$ cat src/rtl/rx_pkg.sv
// Shared receive-side definitions: oversampling geometry, sample width and helpers.
// OS and S_IN must track the TX polyphase filter so both ends agree on framing.
package rx_pkg;

    localparam int OS   = 4;
    localparam int S_IN = 10;
    localparam int S_PH = (OS > 1) ? $clog2(OS) : 1;

    localparam logic [S_PH-1:0] PH_LAST = S_PH'(OS - 1);

    typedef enum logic [1:0] {
        ST_IDLE    = 2'd0,
        ST_ACCUM   = 2'd1,
        ST_COMPARE = 2'd2
    } est_state_t;

    // Unsigned S_IN-bit result: the most negative input maps to 2^(S_IN-1) exactly.
    function automatic logic [S_IN-1:0] magnitude(input logic signed [S_IN-1:0] x);
        logic [S_IN-1:0] u;
        u = x;
        return x[S_IN-1] ? (~u + S_IN'(1)) : u;
    endfunction

endpackage

$ cat src/rtl/rx_phase_slicer_estimator.sv
// Block-energy timing estimator: sums |sample| per phase over 2^N_SYM_LOG2 symbols,
// then runs an OS-cycle sequential argmax and publishes the winning phase.
module phase_energy_estimator
    import rx_pkg::*;
#(
    parameter int N_SYM_LOG2 = 10
) (
    input  logic            clock,
    input  logic            i_reset,
    input  logic            i_enable,
    input  logic            i_valid,
    input  logic [S_PH-1:0] i_cont,
    input  logic [S_IN-1:0] i_mag,
    output logic [S_PH-1:0] o_phase_est,
    output logic            o_phase_update
);

    localparam int S_ACC = S_IN + N_SYM_LOG2;
    localparam logic [N_SYM_LOG2-1:0] SYM_LAST = '1;

    est_state_t r_state;
    est_state_t w_state_next;

    logic [S_ACC-1:0]      r_acc [OS];
    logic [N_SYM_LOG2-1:0] r_sym_cnt;
    logic [S_PH-1:0]       r_cmp_idx;
    logic [S_PH-1:0]       r_best_idx;
    logic [S_ACC-1:0]      r_best_val;

    logic             w_accum;
    logic             w_wrap;
    logic             w_window_done;
    logic             w_cmp;
    logic             w_cmp_last;
    logic             w_take;
    logic [S_ACC-1:0] w_cand;

    always_ff @(posedge clock or negedge i_reset) begin
        if (!i_reset) begin
            r_state <= ST_IDLE;
        end else begin
            r_state <= w_state_next;
        end
    end

    // NOTE: every always_comb output gets a default first, so no path can infer a latch.
    always_comb begin
        w_state_next = r_state;
        if (!i_enable) begin
            w_state_next = ST_IDLE;
        end else begin
            case (r_state)
                ST_IDLE:    w_state_next = ST_ACCUM;
                ST_ACCUM:   if (w_window_done) w_state_next = ST_COMPARE;
                ST_COMPARE: if (r_cmp_idx == PH_LAST) w_state_next = ST_ACCUM;
                default:    w_state_next = ST_IDLE;
            endcase
        end
    end

    always_comb begin
        w_wrap        = 1'b0;
        w_accum       = 1'b0;
        w_window_done = 1'b0;
        w_cmp         = 1'b0;
        w_cmp_last    = 1'b0;
        w_wrap        = i_valid && (i_cont == PH_LAST);
        w_accum       = i_enable && i_valid && (r_state == ST_ACCUM);
        w_window_done = w_accum && w_wrap && (r_sym_cnt == SYM_LAST);
        w_cmp         = i_enable && (r_state == ST_COMPARE);
        w_cmp_last    = w_cmp && (r_cmp_idx == PH_LAST);
    end

    // Strict '>' keeps the earlier index on ties; index 0 always seeds the search.
    assign w_cand = r_acc[r_cmp_idx];
    assign w_take = (r_cmp_idx == '0) || (w_cand > r_best_val);

    // NOTE: the accumulator array is only OS words, so it takes the async reset like any register.
    always_ff @(posedge clock or negedge i_reset) begin
        if (!i_reset) begin
            for (int i = 0; i < OS; i++) r_acc[i] <= '0;
            r_sym_cnt  <= '0;
            r_cmp_idx  <= '0;
            r_best_idx <= '0;
            r_best_val <= '0;
        end else if (!i_enable || w_cmp_last) begin
            for (int i = 0; i < OS; i++) r_acc[i] <= '0;
            r_sym_cnt <= '0;
            r_cmp_idx <= '0;
        end else begin
            if (w_accum) begin
                r_acc[i_cont] <= r_acc[i_cont] + S_ACC'(i_mag);
                if (w_wrap) r_sym_cnt <= r_sym_cnt + N_SYM_LOG2'(1);
            end
            if (w_cmp) begin
                r_cmp_idx <= r_cmp_idx + S_PH'(1);
                if (w_take) begin
                    r_best_val <= w_cand;
                    r_best_idx <= r_cmp_idx;
                end
            end
        end
    end

    always_ff @(posedge clock or negedge i_reset) begin
        if (!i_reset) begin
            o_phase_est    <= '0;
            o_phase_update <= 1'b0;
        end else begin
            o_phase_update <= w_cmp_last;
            if (w_cmp_last) o_phase_est <= w_take ? r_cmp_idx : r_best_idx;
        end
    end

endmodule

$ cat src/rtl/rx_phase_slicer.sv
// Receive phase slicer: keeps one of every OS filtered samples at the selected phase
// and slices it to a bit (negative -> 1); the sampling phase is manual or estimated.
module rx_phase_slicer
    import rx_pkg::*;
#(
    parameter int N_SYM_LOG2 = 10
) (
    input  logic                   clock,
    input  logic                   i_reset,
    input  logic                   i_enable,
    input  logic                   i_valid,
    input  logic signed [S_IN-1:0] i_sample,
    input  logic                   i_phase_mode,
    input  logic        [S_PH-1:0] i_phase_man,
    output logic                   o_bit,
    output logic                   o_valid,
    output logic        [S_PH-1:0] o_phase_est,
    output logic                   o_phase_update
);

    logic [S_PH-1:0] r_cont;
    logic [S_PH-1:0] w_sel;
    logic [S_IN-1:0] w_mag;
    logic            w_keep;

    assign w_sel  = i_phase_mode ? i_phase_man : o_phase_est;
    assign w_mag  = magnitude(i_sample);
    assign w_keep = i_enable && i_valid && (r_cont == w_sel);

    // NOTE: sequential state uses non-blocking assignments so every flop samples pre-edge values.
    always_ff @(posedge clock or negedge i_reset) begin
        if (!i_reset) begin
            r_cont <= '0;
        end else if (!i_enable) begin
            r_cont <= '0;
        end else if (i_valid) begin
            r_cont <= (r_cont == PH_LAST) ? '0 : r_cont + S_PH'(1);
        end
    end

    // o_bit holds its last decision between kept samples; o_valid marks fresh ones.
    always_ff @(posedge clock or negedge i_reset) begin
        if (!i_reset) begin
            o_valid <= 1'b0;
            o_bit   <= 1'b0;
        end else begin
            o_valid <= w_keep;
            if (w_keep) o_bit <= i_sample[S_IN-1];
        end
    end

    phase_energy_estimator #(
        .N_SYM_LOG2 (N_SYM_LOG2)
    ) u_estimator (
        .clock          (clock),
        .i_reset        (i_reset),
        .i_enable       (i_enable),
        .i_valid        (i_valid),
        .i_cont         (r_cont),
        .i_mag          (w_mag),
        .o_phase_est    (o_phase_est),
        .o_phase_update (o_phase_update)
    );

endmodule

$ cat config.mk
export PLATFORM = sky130hd
export DESIGN_NAME = rx_phase_slicer
export DESIGN_NICKNAME = d
export VERILOG_FILES = /design/src/rtl/rx_pkg.sv /design/src/rtl/rx_phase_slicer_estimator.sv /design/src/rtl/rx_phase_slicer.sv
export SDC_FILE = /design/constraint.sdc
export NUM_CORES = 1
export LEC_CHECK = 0
export CAP_MARGIN = 20
export CORE_MARGIN = 8
export CORE_UTILIZATION = 25
export DETAILED_ROUTE_END_ITERATION = 8
export RECOVER_POWER = 100
export SYNTH_ARGS = -nofsm -noshare
export SYNTH_HDL_FRONTEND = slang
export SYNTH_SLANG_ARGS = --single-unit
$ cat constraint.sdc
create_clock -name clock -period 9.7 [get_ports clock]
set_clock_uncertainty 0.15 [all_clocks]
set_input_delay 1.94 -clock clock [delete_from_list [all_inputs] [get_ports clock]]
set_output_delay 1.94 -clock clock [all_outputs]
set_load 0.005 [all_outputs]
# ---- Word-level counts from Yosys, hierarchy flattened
# Index checks and enable logic that the tools add are counted.
dict set report totals {
  input_bits 17
  ramBits 0
  output_inout_bits 5
  rom_bits 0
  latch_bits 0
  register_bits 123
  memories 0
}
dict set report classes {
  n_mux 26
  multipliers 0
  magnitude_cmp 4
  eq_ne 9
  bitwise_logic 4
  reduce_logical 21
  n_div 0
  shift 0
  n_addsub 5
}
# op count
set op_table {}
lappend op_table {{80-bit two-way mux} 2}
lappend op_table {{20-bit two-way mux} 5}
lappend op_table {{20-bit binary-select mux with 2-bit select} 2}
lappend op_table {{80-bit bitwise mux} 1}
lappend op_table {{20-bit demux with 2-bit select} 1}
lappend op_table {{10-bit two-way mux} 4}
lappend op_table {{10-bit by 1-bit adder with 10-bit output (second input constant)} 2}
lappend op_table {{20-bit by 10-bit adder with 20-bit output} 1}
lappend op_table {{20-bit greater-than comparator} 1}
lappend op_table {{2-bit two-way mux} 10}
lappend op_table {{10-bit == test (second input constant)} 1}
lappend op_table {{10-bit NOT} 1}
lappend op_table {{1-bit logical AND} 9}
lappend op_table {{2-bit == test (second input constant)} 3}
lappend op_table {{3-bit greater-or-equal comparator (second input constant)} 2}
lappend op_table {{2-bit NOT with 3-bit output} 2}
lappend op_table {{2-bit case mux with 3 select lines} 1}
lappend op_table {{2-bit AND reduction} 3}
lappend op_table {{2-bit nonzero test} 3}
lappend op_table {{2-bit by 1-bit adder with 2-bit output (second input constant)} 2}
lappend op_table {{2-bit zero test} 2}
lappend op_table {{3-bit by 1-bit < comparator with 1-bit output (second input constant)} 1}
lappend op_table {{3-bit by 2-bit inequality test with 1-bit output (second input constant)} 1}
lappend op_table {{3-bit inequality test (second input constant)} 1}
lappend op_table {{other kinds (7)} 8}

# ---- Longest topological paths before layout
dict set report logic_depth {
  ltp_word 8
  mapped_depth 14
  depth_no_buf 14
}

# ---- By module
# A second synthesis with hierarchy kept.
dict set report hier_totals {
  cells_unflattened 678
  area_unflattened_um2 7249.5
}
# module cells_each area_per_inst_um2 n_inst seq_area_each_um2
set modules_own_cells {}
lappend modules_own_cells {phase_energy_estimator 635 6862.8 1 2977.9}
lappend modules_own_cells {rx_phase_slicer 43 386.6 1 100.1}

# ---- Worst setup path before layout
# No wires, ideal clock.
dict set report synth_path {
  path_type {in2reg}
  startpoint {input port i_sample[1]}
  endpoint {register u_estimator.r_acc[34] (netlist bit)}
  arrival_time_ns 4.243
  setup_ns 0.132
  path_stages 14
  path_slack_ns 5.175
  required_time_ns 9.418
  n_path_buf 0
  cell_sequence {inv_1 > ha_1 > nand2_1 > or3_1 > o31ai_1 > xnor2_1 > ha_1 > a21oi_1 > nand2_1 > a21o_1 > o21ai_2 > nor2_1 > xnor2_1 > o21ai_0}
}
dict set report synth_via {
  elab_chain_cells 7
}
# item line
set synth_lines {}
lappend synth_lines {{from (decl)} rx_phase_slicer.sv:12} ;# input logic signed [S_IN-1:0] i_sample,
lappend synth_lines {{10-bit NOT} rx_pkg.sv:21} ;# return x[S_IN-1] ? (~u + S_IN'(1)) : u;
lappend synth_lines {{10-bit by 1-bit adder with 10-bit output} rx_pkg.sv:21}
lappend synth_lines {{10-bit two-way mux *} rx_pkg.sv:21}
lappend synth_lines {{20-bit by 10-bit adder with 20-bit output *} rx_phase_slicer_estimator.sv:92} ;# r_acc[i_cont] <= r_acc[i_cont] + S_ACC'(i_mag);
lappend synth_lines {{80-bit bitwise mux *} rx_phase_slicer_estimator.sv:92}
lappend synth_lines {{80-bit two-way mux *} rx_phase_slicer_estimator.sv:91} ;# if (w_accum) begin
lappend synth_lines {{80-bit two-way mux *} rx_phase_slicer_estimator.sv:86} ;# end else if (!i_enable || w_cmp_last) begin
lappend synth_lines {{to (signal, indexed assignment)} rx_phase_slicer_estimator.sv:92}
lappend synth_lines {{to (decl)} rx_phase_slicer_estimator.sv:24} ;# logic [S_ACC-1:0] r_acc [OS];
# Every way passes the cells marked *; elsewhere a longest branch is shown, timed or not. The select of a mux whose other input is x is not followed.
# A chain may end at the register's enable or synchronous reset.

# ---- Final worst setup path
dict set report layout_path {
  startpoint {register u_estimator.r_cmp_idx[0]}
  endpoint {register u_estimator.r_best_val[19]}
}
dict set report layout_via {
  elab_chain_cells 7
  word_cells_on_any_way 12
  cone_classes {1 x order compare; 1 x eq/ne; 3 x mux; 2 x bitwise; 5 x reduce/logical}
}
# item line
set layout_lines {}
lappend layout_lines {{from (decl)} rx_phase_slicer_estimator.sv:26} ;# logic [S_PH-1:0] r_cmp_idx;
lappend layout_lines {{from (signal assigned)} rx_phase_slicer_estimator.sv:96} ;# r_cmp_idx <= r_cmp_idx + S_PH'(1);
lappend layout_lines {{2-bit NOT with 3-bit output (not written as such)} rx_phase_slicer_estimator.sv:75} ;# assign w_cand = r_acc[r_cmp_idx];
lappend layout_lines {{20-bit binary-select mux with 2-bit select} rx_phase_slicer_estimator.sv:75}
lappend layout_lines {{20-bit two-way mux (not written as such) (2 in a row)} rx_phase_slicer_estimator.sv:75}
lappend layout_lines {{named net u_estimator.w_cand[18]} rx_phase_slicer_estimator.sv:36} ;# logic [S_ACC-1:0] w_cand;
lappend layout_lines {{20-bit greater-than comparator} rx_phase_slicer_estimator.sv:76} ;# assign w_take = (r_cmp_idx == '0) || (w_cand > r_best_val);
lappend layout_lines {{1-bit logical OR} rx_phase_slicer_estimator.sv:76}
lappend layout_lines {{3-bit AND reduction (no source line)} -}
lappend layout_lines {{to (signal assigned)} rx_phase_slicer_estimator.sv:98} ;# r_best_val <= w_cand;
lappend layout_lines {{to (decl)} rx_phase_slicer_estimator.sv:28} ;# logic [S_ACC-1:0] r_best_val;
# The timed path passes the listed nets, and every way through them passes these cells. The select of a mux whose other input is x is not followed.

==> results.cfg <==
[global_routing]
grt_pass1_vias = 4989
grt-ovfl-total = 0
antenna_found_initial = 0
grt_first_pass_wirelength_mm = 27.7
grtUsageTotal_pct = 10.6
grt_max_degree = 76

[drt]
dr.pass1.iters = 4
drt-total-wl_mm = 16.9
routed_via_density = 4.74
drt_iter0_markers = 380
drc = 0
drt-wirelength-per-cell_um = 16.4
ant_nets = 0
dr_total_vias = 4881

[sta]
rsz0062_at_grt = false
final.setup.worst_slack_ps = 4000
setup_violations = 0
fmax_mhz = 175
slew_headroom_pct = -77.2
period_share_pct = 58.8
fin_crit_ps = 5700
tightest_slew_ps = 2660
finalHoldViolCount = 0
tns_ps = 0
drv_slew = 70

[setup_path]
startpoint = u_estimator.r_cmp_idx[0]
cp-start-kind = flop
cpPeakStageDelay_ps = 1110
worstPathRequired_ps = 9840
worstSetupPathType = reg2reg
cp_slowest_cell = clkbuf_1
end_kind = flop
rr_startpoint = u_estimator.r_cmp_idx[0]
cp_max_fo = 22
worstPathCellList = clkbuf_1 > mux4_2 > ha_1 > and4_1 > and2_0 > nand3_1 > o211ai_1 > nor2_1 > nand4b_1 > mux2_1
cp.arrival_ps = 5840
path_buf_inv = 1
critPathTopFamily = simple AND/OR/NAND/NOR gates

[yosys]
synth_cell_type_count = 58
synth_edf_count = 0
ys_ff_latch = 123
yosysSeqAreaShare_pct = 43.5
synth_ff_type = dfrtp_1
async_flop_share_pct = 100
syn-cell-area_mm2 = 0.00708
yosysWarnings = 0
syn_inst = 621
syn_area_per_cell_um2 = 11.4
syn_nets = 677

[cells_and_area]
final_nets = 695
layout_commonest_cell = dfrtp_1
area_growth_pct = 15.7
antenna_cells = 0
final_cell_mix = dfrtp_1, nand2_1, o21ai_0
drive_above_1_share_pct = 15.8
n_fill_cell = 2847

[clock_tree]
cts_sinks = 123
cts_made_buffers = 17
clockRootBuffer = clkbuf_16
h-tree-depth = 4
clk_pin_slew_worst_paths_ps = 60
cts_tree = yes
post_cts_buffers = 0
hold_buffers = 0
clock_latency_ps = 420
clock_path_buffers = 2
ctsResizeCount = 0

[power]
p_per_area_mw_per_mm2 = 163
leakagePower_nw = 3.49
ir_drop_mv = 0.106

[placement]
dp_hpwl_mm = 11.3
globalplace.congestion = 0.826
dp_slack_ps = 4370
io_buffers = 21

[status]
violations = max-capacitance violations, max-slew violations
status = finished, violations left

[die]
core-area_mm2 = 0.0279
die_area_mm2 = 0.0340
ios = 22
rows = 61
fp.dieW_um = 184
initial_core_util_pct = 25.4
die_h_um = 184

[hold_path]
holdCritStartpoint = u_estimator.r_acc[52]
min_path_type = reg2reg

[job]
cap_violations = 2
## per-stage QoR
step	utilization [%]	cells	instance area (µm²)	total power, mW	hold WS (ps)
3_3_place_gp	27.5	996	7650	0.676	328
6_report	29.4	1029	8200	1.34	348
3_5_place_dp	27.5	996	7650	0.677	338
4_1_cts	29.7	1027	8280	1.36	351
2_1_floorplan	-	621	7080	0.627	311
5_1_grt	29.4	1029	8200	1.39	367
## cells by family after synthesis
| kind of cell | share of synthesized area (%) |
|---|---|
| and+or+nand+nor | 10.9 |
| AOI/OAI and AO/OA | 12.7 |
| DFF | 43.5 |
| muxes | 17.2 |
| buffers and inverters | 4.24 |
| adders and majority gates | 7.00 |
| xor gates and xnor gates | 4.51 |
## cell usage after synthesis, drive strengths merged, types with 5 or more instances
library cell / count / share of area (%)
and2: 7 / 0.65
inv: 37 / 2.0
ha: 38 / 6.7
o21ai: 55 / 3.9
nand2: 77 / 4.1
nand3: 15 / 1.2
o21a: 5 / 0.53
xor2: 12 / 1.8
mux2: 23 / 3.7
mux4: 40 / 13
dfrtp: 123 / 43
nand4: 5 / 0.53
nor2: 24 / 1.5
clkbuf: 13 / 0.69
nor3: 5 / 0.35
a22o: 37 / 4.6
mux2i: 6 / 0.85
xnor2: 21 / 2.7
a21oi: 20 / 1.4
buf: 17 / 1.6
## worst register-to-register path, cell delays in order (launching register included)
cell and delay [ps]:
dfrtp_1 740, clkbuf_1 1110, mux4_2 700, ha_1 360, and4_1 220, and2_0 220
nand3_1 100, o211ai_1 210, nor2_1 70, nand4b_1 1010, mux2_1 690
## routing by layer
layer / vias up / track usage, % / wire length [µm]
met4: 0 / 3.23 / 250
met5: - / 0 / 0
met3: 17 / 3.50 / 1060
met1: 2467 / 14.7 / 8140
li1: 2286 / - / -
met2: 111 / 15.4 / 7460
## area by class of cell
| class | count | area, µm² | share of cell area (%) |
|---|---|---|---|
| tap | 378 | 473 | 5.77 |
| sequential | 123 | 3080 | 37.6 |
| clock buffer | 20 | 457 | 5.57 |
| clock inverter | 11 | 168 | 2.05 |
| timing repair buffer | 29 | 249 | 3.04 |
| multi-input combinational | 431 | 3630 | 44.3 |
| inverter | 37 | 139 | 1.69 |
## report_power, final
group          total, mW  leakage, nW  internal, mW  switching, mW
combinational      0.135         1.48        0.0533         0.0818
sequential         0.531         1.71         0.522        0.00901
clock              0.672        0.302         0.441          0.231
## worst paths after layout
check	endpoint	slack [ps]	cells after the start
min in group asynchronous	u_estimator.r_acc[24]	2210	1
min	u_estimator.r_acc[52]	350	2
max	u_estimator.r_best_val[19]	4000	10
min reg2reg	u_estimator.r_acc[52]	350	2
max reg2reg	u_estimator.r_best_val[19]	4000	10
max in group asynchronous	u_estimator.r_best_val[13]	5120	2
## flip-flops by register name, summed over array words and instances, names as in the netlist
| name | flops |
|---|---|
| u_estimator.r_acc | 80 |
| u_estimator.r_best_val | 20 |
| u_estimator.r_sym_cnt | 10 |
| r_cont | 2 |
| u_estimator.o_phase_est | 2 |
| u_estimator.r_best_idx | 2 |
| u_estimator.r_cmp_idx | 2 |
| u_estimator.r_state | 2 |
| o_bit | 1 |
| o_valid | 1 |
| u_estimator.o_phase_update | 1 |
Note: power is estimated with default switching activity, not from simulation.
